[config.mk]
export PLATFORM = sky130hd
export DESIGN_NAME = tri_bbox_scanner
export DESIGN_NICKNAME = d
export VERILOG_FILES = /design/src/rtl/rast_pkg.sv /design/src/rtl/tri_bbox_scanner_min3_max3.sv /design/src/rtl/tri_bbox_scanner.sv
export SDC_FILE = /design/constraint.sdc
export NUM_CORES = 1
export LEC_CHECK = 0
export CAP_MARGIN = 25
export CORE_ASPECT_RATIO = 2
export CORE_MARGIN = 4
export CORE_UTILIZATION = 47
export DETAILED_ROUTE_END_ITERATION = 7
export PLACE_DENSITY = 0.78
export SETUP_SLACK_MARGIN = 0.02
export SLEW_MARGIN = 30
export SYNTH_ARGS = -nofsm -noshare
export SYNTH_HDL_FRONTEND = slang
export SYNTH_HIERARCHICAL = 1
export SYNTH_SLANG_ARGS = --single-unit
export TNS_END_PERCENT = 5
[constraint.sdc]
create_clock -name clk_in -period 5.3 [get_ports clk_in]
set_clock_uncertainty 0.1 [all_clocks]
set_input_delay 0.53 -clock clk_in [delete_from_list [all_inputs] [get_ports clk_in]]
set_output_delay 0.53 -clock clk_in [all_outputs]
set_load 0.03 [all_outputs]
[src/rtl/rast_pkg.sv]
// rast_pkg
// Shared rasterizer definitions used by the bounding-box scanner and its
// helpers.
//   SYS_BIT_WIDTH  : default width of every pixel coordinate (unsigned)
//   SCREEN_WIDTH   : default horizontal resolution (x is 0..SCREEN_WIDTH-1)
//   SCREEN_HEIGHT  : default vertical resolution (y is 0..SCREEN_HEIGHT-1)
//   scan_state_t   : scanner FSM state encoding
//   vertex_t       : one screen-space vertex {x, y}
package rast_pkg;

  localparam int SYS_BIT_WIDTH = 32;
  localparam int SCREEN_WIDTH  = 320;
  localparam int SCREEN_HEIGHT = 240;

  typedef enum logic [2:0] {
    IDLE    = 3'd0,
    SETUP   = 3'd1,
    ISSUE   = 3'd2,
    WAIT    = 3'd3,
    EMIT    = 3'd4,
    ADVANCE = 3'd5,
    FINISH  = 3'd6
  } scan_state_t;

  typedef struct packed {
    logic [SYS_BIT_WIDTH-1:0] x;
    logic [SYS_BIT_WIDTH-1:0] y;
  } vertex_t;

endpackage

[src/rtl/tri_bbox_scanner_min3_max3.sv]
// min3_max3
// Combinational minimum and maximum of three unsigned values.
//   a, b, c  : operands (W bits, unsigned)
//   min_val  : smallest of a, b, c
//   max_val  : largest of a, b, c
module min3_max3 #(
  parameter int W = 32
) (
  input  logic [W-1:0] a,
  input  logic [W-1:0] b,
  input  logic [W-1:0] c,
  output logic [W-1:0] min_val,
  output logic [W-1:0] max_val
);

  logic [W-1:0] min_ab;
  logic [W-1:0] max_ab;

  always_comb begin
    min_ab  = (a < b) ? a : b;
    max_ab  = (a < b) ? b : a;
    min_val = (min_ab < c) ? min_ab : c;
    max_val = (max_ab > c) ? max_ab : c;
  end

endmodule

[src/rtl/tri_bbox_scanner.sv]
// tri_bbox_scanner
// Takes one screen-space triangle, computes its bounding box clipped to the
// screen, walks the box in raster order issuing one point query per pixel to
// the point-in-triangle tester, and emits every covered pixel as a fragment.
//
// Ports
//   clk_in, rst_in              : clock, synchronous active-high reset
//   tri_valid_in/tri_ready_out  : triangle handshake
//   vertex_{a,b,c}{x,y}_in      : triangle vertices (captured on accept)
//   vertex_{a,b,c}{x,y}_out     : captured vertices, stable for the triangle
//   test_valid_out              : one-cycle query pulse to the tester
//   test_x_out, test_y_out      : queried pixel, held until the verdict
//   test_done_in/test_inside_in : tester verdict (only sampled in WAIT)
//   frag_valid_out/frag_ready_in: fragment handshake
//   frag_x_out, frag_y_out      : fragment coordinates
//   tri_done_out                : one-cycle pulse once the box is scanned
//   busy_out                    : high whenever the FSM is not IDLE
//   state_out                   : current FSM state (debug)
//
// Handshakes: a transfer happens on a rising edge where valid and ready are
// both high. A producer raising valid keeps it and its payload stable until
// that transfer; ready may be asserted independently of valid.
module tri_bbox_scanner #(
  parameter int SYS_BIT_WIDTH = rast_pkg::SYS_BIT_WIDTH,
  parameter int SCREEN_WIDTH  = rast_pkg::SCREEN_WIDTH,
  parameter int SCREEN_HEIGHT = rast_pkg::SCREEN_HEIGHT
) (
  input  logic                      clk_in,
  input  logic                      rst_in,
  input  logic                      tri_valid_in,
  output logic                      tri_ready_out,
  input  logic [SYS_BIT_WIDTH-1:0]  vertex_ax_in,
  input  logic [SYS_BIT_WIDTH-1:0]  vertex_ay_in,
  input  logic [SYS_BIT_WIDTH-1:0]  vertex_bx_in,
  input  logic [SYS_BIT_WIDTH-1:0]  vertex_by_in,
  input  logic [SYS_BIT_WIDTH-1:0]  vertex_cx_in,
  input  logic [SYS_BIT_WIDTH-1:0]  vertex_cy_in,
  output logic [SYS_BIT_WIDTH-1:0]  vertex_ax_out,
  output logic [SYS_BIT_WIDTH-1:0]  vertex_ay_out,
  output logic [SYS_BIT_WIDTH-1:0]  vertex_bx_out,
  output logic [SYS_BIT_WIDTH-1:0]  vertex_by_out,
  output logic [SYS_BIT_WIDTH-1:0]  vertex_cx_out,
  output logic [SYS_BIT_WIDTH-1:0]  vertex_cy_out,
  output logic                      test_valid_out,
  output logic [SYS_BIT_WIDTH-1:0]  test_x_out,
  output logic [SYS_BIT_WIDTH-1:0]  test_y_out,
  input  logic                      test_done_in,
  input  logic                      test_inside_in,
  output logic                      frag_valid_out,
  input  logic                      frag_ready_in,
  output logic [SYS_BIT_WIDTH-1:0]  frag_x_out,
  output logic [SYS_BIT_WIDTH-1:0]  frag_y_out,
  output logic                      tri_done_out,
  output logic                      busy_out,
  output rast_pkg::scan_state_t     state_out
);

  import rast_pkg::*;

  localparam logic [SYS_BIT_WIDTH-1:0] X_LAST = SYS_BIT_WIDTH'(SCREEN_WIDTH - 1);
  localparam logic [SYS_BIT_WIDTH-1:0] Y_LAST = SYS_BIT_WIDTH'(SCREEN_HEIGHT - 1);
  localparam logic [SYS_BIT_WIDTH-1:0] ONE    = SYS_BIT_WIDTH'(1);

  scan_state_t state;

  logic [SYS_BIT_WIDTH-1:0] cur_x, cur_y;
  logic [SYS_BIT_WIDTH-1:0] min_x, max_x, min_y, max_y;

  logic [SYS_BIT_WIDTH-1:0] bb_min_x, bb_max_x, bb_min_y, bb_max_y;
  logic [SYS_BIT_WIDTH-1:0] clip_max_x, clip_max_y;
  logic                     box_empty;

  min3_max3 #(.W(SYS_BIT_WIDTH)) u_mm_x (
    .a       (vertex_ax_out),
    .b       (vertex_bx_out),
    .c       (vertex_cx_out),
    .min_val (bb_min_x),
    .max_val (bb_max_x)
  );

  min3_max3 #(.W(SYS_BIT_WIDTH)) u_mm_y (
    .a       (vertex_ay_out),
    .b       (vertex_by_out),
    .c       (vertex_cy_out),
    .min_val (bb_min_y),
    .max_val (bb_max_y)
  );

  // Only the upper edge needs clipping: coordinates are unsigned, so the lower
  // edge is already on screen. A minimum past the screen edge means the whole
  // box is off screen.
  always_comb begin
    clip_max_x = (bb_max_x > X_LAST) ? X_LAST : bb_max_x;
    clip_max_y = (bb_max_y > Y_LAST) ? Y_LAST : bb_max_y;
    box_empty  = (bb_min_x > X_LAST) || (bb_min_y > Y_LAST);
  end

  // The query and the fragment both describe the pixel under the cursor.
  assign test_x_out = cur_x;
  assign test_y_out = cur_y;
  assign frag_x_out = cur_x;
  assign frag_y_out = cur_y;
  assign state_out  = state;

  always_ff @(posedge clk_in) begin
    if (rst_in) begin
      state          <= IDLE;
      tri_ready_out  <= 1'b0;
      test_valid_out <= 1'b0;
      frag_valid_out <= 1'b0;
      tri_done_out   <= 1'b0;
      busy_out       <= 1'b0;
      cur_x          <= '0;
      cur_y          <= '0;
      min_x          <= '0;
      max_x          <= '0;
      min_y          <= '0;
      max_y          <= '0;
      vertex_ax_out  <= '0;
      vertex_ay_out  <= '0;
      vertex_bx_out  <= '0;
      vertex_by_out  <= '0;
      vertex_cx_out  <= '0;
      vertex_cy_out  <= '0;
    end else begin
      case (state)
        IDLE: begin
          tri_ready_out <= 1'b1;
          if (tri_valid_in && tri_ready_out) begin
            vertex_ax_out <= vertex_ax_in;
            vertex_ay_out <= vertex_ay_in;
            vertex_bx_out <= vertex_bx_in;
            vertex_by_out <= vertex_by_in;
            vertex_cx_out <= vertex_cx_in;
            vertex_cy_out <= vertex_cy_in;
            tri_ready_out <= 1'b0;
            busy_out      <= 1'b1;
            state         <= SETUP;
          end
        end
        SETUP: begin
          min_x <= bb_min_x;
          max_x <= clip_max_x;
          min_y <= bb_min_y;
          max_y <= clip_max_y;
          cur_x <= bb_min_x;
          cur_y <= bb_min_y;
          if (box_empty) begin
            tri_done_out <= 1'b1;
            state        <= FINISH;
          end else begin
            test_valid_out <= 1'b1;
            state          <= ISSUE;
          end
        end
        ISSUE: begin
          test_valid_out <= 1'b0;
          state          <= WAIT;
        end
        WAIT: begin
          if (test_done_in) begin
            if (test_inside_in) begin
              frag_valid_out <= 1'b1;
              state          <= EMIT;
            end else begin
              state <= ADVANCE;
            end
          end
        end
        EMIT: begin
          if (frag_ready_in) begin
            frag_valid_out <= 1'b0;
            state          <= ADVANCE;
          end
        end
        ADVANCE: begin
          if (cur_x < max_x) begin
            cur_x          <= cur_x + ONE;
            test_valid_out <= 1'b1;
            state          <= ISSUE;
          end else if (cur_y < max_y) begin
            cur_x          <= min_x;
            cur_y          <= cur_y + ONE;
            test_valid_out <= 1'b1;
            state          <= ISSUE;
          end else begin
            tri_done_out <= 1'b1;
            state        <= FINISH;
          end
        end
        FINISH: begin
          tri_done_out  <= 1'b0;
          busy_out      <= 1'b0;
          tri_ready_out <= 1'b1;
          state         <= IDLE;
        end
        default: state <= IDLE;
      endcase
    end
  end

endmodule

==> results.sh <==
export IMPL_fmax_mhz=167
export IMPL_gr_total_overflow=0
export IMPL_tightest_slew_ps=955
export IMPL_crit_required_ps=5650
export IMPL_yosysTopAreaCell="dfxtp_1"
export IMPL_drt_wl_total_um=94300
export IMPL_final_cell_mix="nand2_1, clkdlybuf4s50_1, buf_4"
export IMPL_via_per_inst=5.79
export IMPL_syn_inst=3053
export IMPL_grtUsageMet3_pct=5.53
export IMPL_grt_pass1_wl_um=141000
export IMPL_crit_start="vertex_bx_out[31]"
export IMPL_reg2regPathDepth=28
export IMPL_netlist_top_cells_area="dfxtp_1, ha_1, nand2_1"
export IMPL_hold_viol=0
export IMPL_met2_usage_pct=56.8
export IMPL_synth_seq_cells=360
export IMPL_synth_adder_area_share_pct=13.2
export IMPL_r2r_slack_ps=-680
export IMPL_fillCellCount=4028
export IMPL_drive_gt1_share_pct=23.0
export IMPL_numClockSinks=360
export IMPL_crit_type="flip-flop to flip-flop"
export IMPL_crit_slowest_cell="dfxtp_2"
export IMPL_yosys_area_share_simple_pct=19.2
export IMPL_r2r_start="vertex_bx_out[31]"
export IMPL_vias=26200
export IMPL_synth_top_family_by_area="simple AND/OR/NAND/NOR gates"
export IMPL_fin_ws_ps=-678
export IMPL_antenna_found_initial=0
export IMPL_synthesis_area_mm2=0.0239
export IMPL_slew_headroom_pct=36.3
export IMPL_n_antenna_cell=0
export IMPL_power_density_mw_per_mm2=867
export IMPL_cp_arrival_ps=6330
export IMPL_synth_xor_xnor_area_share_pct=1.39
export IMPL_synth_compound_area_share_pct=17.8
export IMPL_outcome="finished with violations"
export IMPL_synth_cell_type_count=65
export IMPL_min_path_type="flip-flop to flip-flop"
export IMPL_cts_buffers=35
export IMPL_clk_pin_slew_worst_paths_ps=70
export IMPL_crit_path_end="tri_done_out"
export IMPL_syn_num_nets=3503
export IMPL_clock_latency_ps=580
export IMPL_io_pins=526
export IMPL_grt_usage_pct=31.8
export IMPL_cap_violations=0
export IMPL_max_stage_delay_ps=380
export IMPL_fin_nets=4299
export IMPL_dr_first_iter_drc_count=2031
export IMPL_hpwl_um=71000
export IMPL_rsz0062_at_grt="yes"
export IMPL_gp_congestion=0.964
export IMPL_grt_max_degree=125
export IMPL_reg2reg_to="tri_done_out"
export IMPL_start_util_pct=47.7
export IMPL_seq_area_frac_synth_pct=30.1
export IMPL_ant_nets=0
export IMPL_num_rows=116
export IMPL_port_buffer_count=525
export IMPL_die_y_um=327
export IMPL_die_w_um=168
export IMPL_ys_flop_type="dfxtp_1"
export IMPL_fin_crit_ps=5980
export IMPL_layout_commonest_cell="nand2_1"
export IMPL_synthArstFlopShare_pct=0
export IMPL_syn_avg_cell_area_um2=7.84
export IMPL_endpoint_kind="flip-flop"
export IMPL_area_delta_synth_final_pct=45.8
export IMPL_yosys_warnings=6
export IMPL_post_route_drc_count=0
export IMPL_violations="setup timing"
export IMPL_htree_num_levels=2
export IMPL_grt_busiest_layer="met2"
export IMPL_synth_mux_area_share_pct=10.0
export IMPL_p_leak_nw=13.9
export IMPL_ir_worst_vdd_mv=0.796
export IMPL_synth_edf_count=0
export IMPL_pre_cts_ws_ps=-1190
export IMPL_cts_tree="done"
export IMPL_fin_hold_ws_ps=347
export IMPL_synth_top_area_share_pct=30.1
export IMPL_finalCritPeriodShare_pct=113
export IMPL_first_pass_iters=6
export IMPL_crit_path_start_kind="flip-flop"
export IMPL_dieArea_mm2=0.0548
export IMPL_grt_pass1_vias=25600
export IMPL_clockRootBuffer="clkbuf_16"
export IMPL_setup_viol=22
export IMPL_core_area_mm2=0.0502
export IMPL_critical_path_max_fanout=13
export IMPL_post_drt_wl_per_cell_um=20.9
export IMPL_grt_use_met1_pct=35.1
export IMPL_maxSlewViolCount=0
export IMPL_clockBufferDepth=3
==> critical path, delay by kind of cell, from the launching register on <==
family	cells	cell delay [ps]
mux	1	320
fa+ha+maj	2	520
simple gates	7	1810
flops	1	380
buf+inv	6	820
compound gates	12	1890
==> timing repair <==
action,4_1_cts,5_1_grt
endpoints found under the setup margin,35,34
pin swaps,58,59
gates resized for setup,136,111
cloned,6,5
setup buffers,19,7
hold buffers,0,0
==> flip-flops by register name (all words and copies together), names as in the netlist, 3 cells and up <==
| signal | flops |
|---|---|
| vertex_bx_out | 32 |
| vertex_ax_out | 32 |
| vertex_by_out | 32 |
| frag_x_out | 32 |
| max_y | 32 |
| min_x | 32 |
| vertex_cx_out | 32 |
| state_out | 3 |
| vertex_cy_out | 32 |
| max_x | 32 |
| frag_y_out | 32 |
| vertex_ay_out | 32 |
==> cell type report <==
| cell class | instances | area (µm²) | share of cell area, % |
|---|---|---|---|
| clock inverters | 11 | 100 | 0.287 |
| well taps | 649 | 812 | 2.33 |
| flip-flops and latches | 360 | 7240 | 20.7 |
| clock buffers | 50 | 1010 | 2.90 |
| repair buffers | 991 | 9230 | 26.4 |
| multi-input cells | 2252 | 15700 | 45.0 |
| inverters | 209 | 787 | 2.25 |
==> cells by family (layout without fill, tap and decap cells) <==
kind of cell,count (synthesis),after routing
XOR/XNOR,38,38
buffers and inverters,441,1261
AO/OA/AOI/OAI,700,700
adder cells (fa/ha/maj),252,252
AND/OR/NAND/NOR,1068,1068
multiplexers,194,194
flip-flops,360,360
==> metal layers <==
| layer | share of wire, % | wire, µm |
|---|---|---|
| met1 | 36 | 33700 |
| met2 | 50 | 47100 |
| met3 | 7.3 | 6930 |
| met4 | 7.0 | 6590 |
| met5 | 0 | 0 |
==> power breakdown <==
group | leakage [nW] | total [mW] | switching [mW] | internal, mW
Clock | 0.553 | 2.52 | 1.17 | 1.35
Combinational | 10.4 | 23.7 | 12.4 | 11.4
Sequential | 2.93 | 4.03 | 0.772 | 3.26
Total | 13.9 | 30.3 | 14.3 | 16.0
==> metrics by stage <==
stage | instance area (µm²) | TNS [ps] | total power, mW | std cells | util, %
final | 34900 | -8310 | 30.3 | 4522 | 69.5
after global routing | 34900 | -12920 | 31.7 | 4522 | 69.5
after CTS | 34200 | -9240 | 28.6 | 4511 | 68.1
after global placement | 32300 | -13560 | 23.5 | 4426 | 64.3
after detailed placement | 32300 | -16390 | 23.8 | 4426 | 64.3
after floorplan | 24000 | -23.8 | 16.1 | 3053 | -
==> synthesized netlist by cell type, types with 32 or more instances <==
master,count
a311oi_1,33
mux2_2,126
a21oi_1,348
inv_1,209
nand2_1,675
o211ai_1,46
buf_4,66
nand4_1,63
ha_1,252
o21ai_0,113
a211oi_1,39
dfxtp_1,360
nor2_1,104
clkbuf_1,137
nand3_1,62
nor3_1,83
mux2_4,60
nor4_1,32
==> how the worst min path moves through the flow <==
stage,startpoint,to,slack (ps),depth (start not counted)
after floorplan,max_x[10],max_x[10],330,2
after global placement,max_y[9],max_y[9],330,2
after detailed placement,max_y[24],max_y[24],340,2
after CTS,rst_in,vertex_ax_out[4],320,2
after global routing,max_y[23],max_y[23],370,2
final,max_y[24],max_y[24],350,2
Power figures use the tool's default switching activity.
